`src/rtl/pump_cmd_sequencer.sv`:
```
// Framed byte-command parser and pump configuration register bank for the pump timer.
// Optional inter-byte timeout is built only when PUMP_CMD_TIMEOUT_EN is defined.
module pump_cmd_sequencer #(
  parameter int          CLOCK_FREQ = 1_000_000,
  parameter logic [7:0]  HEADER     = 8'hA5,
  parameter logic [31:0] DEF_PERIOD = 32'd60,
  parameter logic [31:0] DEF_PULSE  = 32'd5,
  parameter int          TIMEOUT_MS = 10
) (
  input  logic        clk,
  input  logic        rst_n,
  input  logic [7:0]  rx_data,
  input  logic        rx_valid,
  output logic        rx_ready,
  output logic [31:0] period_seconds,
  output logic [31:0] pulse_on_time,
  output logic [1:0]  pump_select,
  output logic        timer_start,
  output logic        timer_stop,
  output logic        force_pulse,
  output logic        cmd_ack,
  output logic        cmd_err,
  output logic [1:0]  err_code
);

  typedef enum logic [2:0] {S_HDR, S_CMD, S_PAY, S_CHK, S_EXEC} state_t;

  localparam logic [7:0] CMD_PERIOD = 8'h01;
  localparam logic [7:0] CMD_PULSE  = 8'h02;
  localparam logic [7:0] CMD_SELECT = 8'h03;
  localparam logic [7:0] CMD_START  = 8'h10;
  localparam logic [7:0] CMD_STOP   = 8'h11;
  localparam logic [7:0] CMD_FORCE  = 8'h12;

  localparam logic [1:0] ERR_TIMEOUT = 2'd0;
  localparam logic [1:0] ERR_CHKSUM  = 2'd1;
  localparam logic [1:0] ERR_CMD     = 2'd2;
  localparam logic [1:0] ERR_VALUE   = 2'd3;

  if (TIMEOUT_MS < 1 || CLOCK_FREQ < 1000) begin : g_bad_cfg
    $error("pump_cmd_sequencer: timeout must span at least one clock");
  end

  state_t      state_q;
  logic [1:0]  byte_cnt_q;
  logic [7:0]  cmd_q;
  logic [31:0] pay_q;
  logic [7:0]  chk_q;
  logic        rx_ready_q;
  logic [31:0] period_q;
  logic [31:0] pulse_q;
  logic [1:0]  sel_q;
  logic        start_q;
  logic        stop_q;
  logic        force_q;
  logic        ack_q;
  logic        err_q;
  logic [1:0]  err_code_q;

  logic        accept;
  logic [7:0]  chk_calc;
  logic        exec_err_d;
  logic [1:0]  exec_code_d;

`ifdef PUMP_CMD_TIMEOUT_EN
  localparam int TO_CYC = TIMEOUT_MS * CLOCK_FREQ / 1000;
  localparam int TO_W   = $clog2(TO_CYC + 1);
  logic [TO_W-1:0] to_cnt_q;
`endif

  assign accept   = rx_valid && rx_ready_q;
  assign chk_calc = cmd_q ^ pay_q[31:24] ^ pay_q[23:16] ^ pay_q[15:8] ^ pay_q[7:0];

  // Frame validation: checksum beats command decode, which beats value rules.
  always_comb begin
    exec_err_d  = 1'b0;
    exec_code_d = ERR_TIMEOUT;
    if (chk_calc != chk_q) begin
      exec_err_d  = 1'b1;
      exec_code_d = ERR_CHKSUM;
    end else begin
      case (cmd_q)
        CMD_PERIOD: begin
          if (pay_q == 32'd0 || pulse_q >= pay_q) begin
            exec_err_d  = 1'b1;
            exec_code_d = ERR_VALUE;
          end
        end
        CMD_PULSE: begin
          if (pay_q == 32'd0 || pay_q >= period_q) begin
            exec_err_d  = 1'b1;
            exec_code_d = ERR_VALUE;
          end
        end
        CMD_SELECT: begin
          if (pay_q[1:0] == 2'b00) begin
            exec_err_d  = 1'b1;
            exec_code_d = ERR_VALUE;
          end
        end
        CMD_START, CMD_STOP, CMD_FORCE: ;
        default: begin
          exec_err_d  = 1'b1;
          exec_code_d = ERR_CMD;
        end
      endcase
    end
  end

  always_ff @(posedge clk) begin
    if (!rst_n) begin
      state_q    <= S_HDR;
      byte_cnt_q <= 2'd0;
      rx_ready_q <= 1'b1;
      period_q   <= DEF_PERIOD;
      pulse_q    <= DEF_PULSE;
      sel_q      <= 2'b01;
      start_q    <= 1'b0;
      stop_q     <= 1'b0;
      force_q    <= 1'b0;
      ack_q      <= 1'b0;
      err_q      <= 1'b0;
      err_code_q <= ERR_TIMEOUT;
`ifdef PUMP_CMD_TIMEOUT_EN
      to_cnt_q   <= '0;
`endif
    end else begin
      start_q <= 1'b0;
      stop_q  <= 1'b0;
      force_q <= 1'b0;
      ack_q   <= 1'b0;
      err_q   <= 1'b0;

      case (state_q)
        S_HDR: begin
          if (accept && rx_data == HEADER) state_q <= S_CMD;
        end
        S_CMD: begin
          if (accept) begin
            cmd_q      <= rx_data;
            byte_cnt_q <= 2'd0;
            state_q    <= S_PAY;
          end
        end
        S_PAY: begin
          if (accept) begin
            pay_q      <= {pay_q[23:0], rx_data};
            byte_cnt_q <= byte_cnt_q + 2'd1;
            if (byte_cnt_q == 2'd3) state_q <= S_CHK;
          end
        end
        S_CHK: begin
          if (accept) begin
            chk_q      <= rx_data;
            rx_ready_q <= 1'b0;
            state_q    <= S_EXEC;
          end
        end
        S_EXEC: begin
          rx_ready_q <= 1'b1;
          state_q    <= S_HDR;
          if (exec_err_d) begin
            err_q      <= 1'b1;
            err_code_q <= exec_code_d;
          end else begin
            ack_q <= 1'b1;
            case (cmd_q)
              CMD_PERIOD: period_q <= pay_q;
              CMD_PULSE:  pulse_q  <= pay_q;
              CMD_SELECT: sel_q    <= pay_q[1:0];
              CMD_START:  start_q  <= 1'b1;
              CMD_STOP:   stop_q   <= 1'b1;
              CMD_FORCE:  force_q  <= 1'b1;
              default: ;
            endcase
          end
        end
        default: state_q <= S_HDR;
      endcase

`ifdef PUMP_CMD_TIMEOUT_EN
      // Inter-byte watchdog only runs while a frame is partially received.
      if (state_q == S_HDR || state_q == S_EXEC || accept) begin
        to_cnt_q <= '0;
      end else if (to_cnt_q == TO_W'(TO_CYC - 1)) begin
        to_cnt_q   <= '0;
        state_q    <= S_HDR;
        err_q      <= 1'b1;
        err_code_q <= ERR_TIMEOUT;
      end else begin
        to_cnt_q <= to_cnt_q + 1'b1;
      end
`endif
    end
  end

  assign rx_ready       = rx_ready_q;
  assign period_seconds = period_q;
  assign pulse_on_time  = pulse_q;
  assign pump_select    = sel_q;
  assign timer_start    = start_q;
  assign timer_stop     = stop_q;
  assign force_pulse    = force_q;
  assign cmd_ack        = ack_q;
  assign cmd_err        = err_q;
  assign err_code       = err_code_q;

endmodule
```
`config.mk`:
```
export PLATFORM = sky130hd
export DESIGN_NAME = pump_cmd_sequencer
export DESIGN_NICKNAME = d
export VERILOG_FILES = /design/src/rtl/pump_cmd_sequencer.sv
export SDC_FILE = /design/constraint.sdc
export NUM_CORES = 1
export LEC_CHECK = 0
export ABC_CLOCK_PERIOD_IN_PS = 3500
export BUFFER_PORTS_ARGS = -buffer_cell sky130_fd_sc_hd__buf_2
export CAP_MARGIN = 20
export CORE_MARGIN = 5
export CORE_UTILIZATION = 53
export CTS_CLUSTER_DIAMETER = 80
export DETAILED_ROUTE_END_ITERATION = 12
export GPL_TIMING_DRIVEN = 0
export PLACE_DENSITY_LB_ADDON = 0.2
export SYNTH_ARGS = -nofsm -noshare
export SYNTH_HDL_FRONTEND = slang
export SYNTH_SLANG_ARGS = --single-unit
export TNS_END_PERCENT = 30
```
`constraint.sdc`:
```
create_clock -name clk -period 3.5 [get_ports clk]
set_clock_uncertainty 0.05 [all_clocks]
set_input_delay 0.175 -clock clk [delete_from_list [all_inputs] [get_ports clk]]
set_output_delay 0.175 -clock clk [all_outputs]
set_load 0.03 [all_outputs]
```
==> results_tabular.tex <==
\begin{tabular}{lr}
\hline
Metric & Value \\
\hline
\multicolumn{2}{l}{\textbf{Status}} \\
\quad Outcome & completed \\
\multicolumn{2}{l}{\textbf{Global route}} \\
\quad Grt total ovfl & 0 \\
\quad GRT Resource Usage Total & 22.7\% \\
\quad Met2 Track Usage GR & 39.2\% \\
\quad Met1 capacity usage during global routing & 27.9\% \\
\quad Met3 track utilization from global routing & 4.72\% \\
\quad Global-route wire length before repair & 26200 um \\
\quad Largest net degree at the start of global routing & 17 \\
\quad Initial antenna violation count & 0 \\
\quad GRT busiest layer & met2 \\
\quad Vias in the first global route & 5180 \\
\multicolumn{2}{l}{\textbf{Synth}} \\
\quad Fraction of the mapped netlist area in adder cells & 11.9\% \\
\quad Net count after synthesis & 742 \\
\quad Part of the Yosys area used for sequential elements & 44.0\% \\
\quad EDFF count, synth & 48 \\
\quad Cells after Synth & 666 \\
\quad Summed instance area of the synthesized netlist & 6860 um\^{}2 \\
\quad Fraction of synthesis flops using an asynchronous set or reset pin & 0\% \\
\quad Post-synth cell types & 60 \\
\quad Mux cell area share after synthesis & 9.79\% \\
\quad Number of warnings reported in the yosys synthesis log & 0 \\
\quad Area fraction in and, or, nand and nor cells after synthesis & 14.7\% \\
\quad Xor/xnor cell area share of the yosys netlist & 6.20\% \\
\quad Syn Area/Cell & 10.3 um\^{}2 \\
\quad Compound-gate portion of the synthesized area & 6.89\% \\
\quad Main combinational cell family by area after synthesis & simple AND/OR/NAND/NOR gates \\
\quad Total of flip-flops plus latches after synthesis & 127 \\
\quad Commonest register cell after synthesis & sky130\_fd\_sc\_hd\_\_dfxtp\_1 \\
\multicolumn{2}{l}{\textbf{Placement}} \\
\quad Final RePlAce weighted congestion & 0.861 \\
\quad Area post-placement & 7520 um\^{}2 \\
\quad HPWL reported at the end of detailed placement & 12500 um \\
\quad Total of buffers placed on input and output ports & 83 \\
\multicolumn{2}{l}{\textbf{Final layout}} \\
\quad Share of cells above drive strength 1 & 17.2\% \\
\quad FILL cells & 1002 \\
\quad Total number of nets in the final design & 855 \\
\quad Leading cell type in the layout, fill and taps excluded & sky130\_fd\_sc\_hd\_\_nand2\_1 \\
\quad End-of-flow core utilization & 64.2\% \\
\quad Commonest cells after routing, fill and taps aside & sky130\_fd\_sc\_hd\_\_nand2\_1 (115), sky130\_fd\_sc\_hd\_\_buf\_2 (83), sky130\_fd\_sc\_hd\_\_dfxtp\_1 (79) \\
\quad Area of all placed cells without fillers & 8140 um\^{}2 \\
\quad Synth-to-Final Area Change & 18.6\% \\
\quad Count of antenna diodes in the layout & 0 \\
\multicolumn{2}{l}{\textbf{Timing}} \\
\quad Max-slew violation count & 0 \\
\quad Transition time of the tightest slew-check pin & 849 ps \\
\quad Setup repair after global routing missed its margin & no \\
\quad Total Neg Setup Slack & 0 ps \\
\quad F\_max & 0.330 GHz \\
\quad Final number of hold-violating endpoints & 0 \\
\quad Final number of setup-violating endpoints & 0 \\
\quad Final critical-path share of the clock period & 86.6\% \\
\quad Normalized max-slew margin & 43.1\% \\
\quad Clock period minus final worst setup slack & 3030 ps \\
\multicolumn{2}{l}{\textbf{Setup path}} \\
\quad Sort of element at the end of the critical path & register \\
\quad Critical Path RT & 3790 ps \\
\quad Type of element launching the critical path & register \\
\quad Data arrival time of the critical path & 3320 ps \\
\quad Setup CP Type & register to register \\
\quad Largest fanout on the critical path & 10 \\
\multicolumn{2}{l}{\textbf{CTS}} \\
\quad Max clock buf depth & 2 \\
\quad Clock latency at the later pin of the worst-skew pair & 420 ps \\
\quad Count of H-tree levels built during CTS & 4 \\
\quad CTS tree & done \\
\quad Clk pin slew, worst setup/hold paths & 60 ps \\
\quad TritonCTS sink count & 127 \\
\quad Clock buffer count from CTS & 17 \\
\quad Clk root buf & sky130\_fd\_sc\_hd\_\_clkbuf\_16 \\
\quad Number of gates resized after cts & 0 \\
\multicolumn{2}{l}{\textbf{Power}} \\
\quad Pwr Density & 390 nW/um\^{}2 \\
\quad Leakage Power & 0.00342 uW \\
\quad Peak ir drop on the vdd network & 0.323 mV \\
\multicolumn{2}{l}{\textbf{Min path}} \\
\quad Type of the most critical hold path & input pin to register \\
\multicolumn{2}{l}{\textbf{Drt}} \\
\quad Total via count in the routed design & 5232 \\
\quad First-pass iteration count of the detailed router & 5 \\
\quad DRT antenna net count & 0 \\
\quad Routed Wire Length & 16600 um \\
\quad Vias/cell & 5.43 \\
\quad Drt first-iter violations & 287 \\
\quad Remaining routing DRC violations & 0 \\
\quad Routed len/inst & 17.2 um \\
\multicolumn{2}{l}{\textbf{Floorplanning}} \\
\quad Die outline width & 124 um \\
\quad DIE AREA & 15300 um\^{}2 \\
\quad Initial Utilization & 54.2\% \\
\quad Die height & 124 um \\
\quad I/O pin cnt & 85 \\
\quad Area of the placeable core & 12700 um\^{}2 \\
\quad FP Rows & 41 \\
\multicolumn{2}{l}{\textbf{Flow run}} \\
\quad Number of max-cap violations & 0 \\
\hline
\end{tabular}
## power by group
part           switching [uW]  leakage (uW)  internal, uW
Clock                     635      0.000245           955
Sequential              0.149       0.00107          1530
Combinational            39.6       0.00210          19.7
## logic make-up after synthesis
kind of cell,Yosys count
DFF,127
adders and majority gates,65
and+or+nand+nor,210
xor gates and xnor gates,33
muxes,67
AOI/OAI and AO/OA,71
buffers and inverters,93
## area by class of cell
class                      instances  area, um^2  share of cell area [%]
multi-input combinational        446        3390                    41.7
sequential                       127        3020                    37.1
inverter                          69         259                    3.18
timing repair buffer              94         526                    6.46
clock inverter                    14         101                    1.25
buffer                            24         191                    2.35
clock buffer                      18         429                    5.27
tap                              172         215                    2.64
## layer usage
metal / up-vias / wire, um
met1: 2510 / 7070
li1: 2544 / -
met2: 156 / 8320
met3: 22 / 927
met4: 0 / 303
met5: - / 0
## path summary, 6_finish.rpt
check / from / to / cells after the start / slack (ps)
worst max-delay path: pay_q[22]$_DFFE_PP_ / period_seconds[10]$_SDFFE_PN0P_ / 11 / 470
worst min-delay path: rx_valid / state_q[2]$_SDFFE_PN0P_ / 3 / 90
worst max register to register: pay_q[22]$_DFFE_PP_ / period_seconds[10]$_SDFFE_PN0P_ / 11 / 470
worst min register to register: period_seconds[20]$_SDFFE_PN0P_ / period_seconds[20]$_SDFFE_PN0P_ / 2 / 420
## registers in the layout, summed over array words and instances, names as in the netlist, 2 cells and up
name	flops
err_code	2
chk_q	8
pulse_on_time	32
state_q	3
byte_cnt_q	2
pay_q	32
period_seconds	32
cmd_q	8
pump_select	2
## critical path: stages (launching register included)
cell and delay (ps):
sky130_fd_sc_hd__edfxtp_1 560, sky130_fd_sc_hd__inv_1 80, sky130_fd_sc_hd__ha_1 320, sky130_fd_sc_hd__a21oi_1 170
sky130_fd_sc_hd__nand2_1 70, sky130_fd_sc_hd__a221o_1 310, sky130_fd_sc_hd__a2111o_1 470, sky130_fd_sc_hd__a41oi_1 160
sky130_fd_sc_hd__and3_1 170, sky130_fd_sc_hd__buf_4 180, sky130_fd_sc_hd__buf_8 180, sky130_fd_sc_hd__mux2i_1 220
## repair_timing
item,in CTS,in global routing
hold buffers,8,0
buffers inserted,0,0
endpoints found under the hold margin,24,0
## synth_stat cells, types with 3 or more instances
master / instances / area [um^2]
sky130_fd_sc_hd__clkbuf_1: 15 / 56.3
sky130_fd_sc_hd__xnor3_1: 8 / 180
sky130_fd_sc_hd__nand4_1: 10 / 62.6
sky130_fd_sc_hd__nor4_1: 12 / 75.1
sky130_fd_sc_hd__nand2b_1: 3 / 18.8
sky130_fd_sc_hd__nor3_1: 13 / 65.1
sky130_fd_sc_hd__nor2b_1: 15 / 93.8
sky130_fd_sc_hd__edfxtp_1: 48 / 1440
sky130_fd_sc_hd__nand2_1: 115 / 432
sky130_fd_sc_hd__buf_12: 3 / 60.1
sky130_fd_sc_hd__nand3_1: 9 / 45.0
sky130_fd_sc_hd__buf_8: 3 / 45.0
sky130_fd_sc_hd__xnor2_1: 22 / 193
sky130_fd_sc_hd__ha_1: 65 / 813
sky130_fd_sc_hd__dfxtp_1: 79 / 1580
sky130_fd_sc_hd__nand3b_1: 3 / 22.5
sky130_fd_sc_hd__o21a_1: 3 / 22.5
sky130_fd_sc_hd__a21oi_1: 30 / 150
sky130_fd_sc_hd__o21ai_0: 12 / 60.1
sky130_fd_sc_hd__nor2_1: 15 / 56.3
sky130_fd_sc_hd__inv_1: 69 / 259
sky130_fd_sc_hd__a21o_1: 4 / 30.0
sky130_fd_sc_hd__mux2i_1: 66 / 661
## stage by stage
stage	worst slack, ps	std cells	hold WS, ps	total power [uW]
3_5_place_dp	472	923	347	1610
2_1_floorplan	1.59	666	224	1590
3_3_place_gp	-952	921	333	1610
5_1_grt	309	964	133	3270
4_1_cts	469	963	85.5	3200
6_report	470	964	93.0	3180
Power figures use the tool's default switching activity.
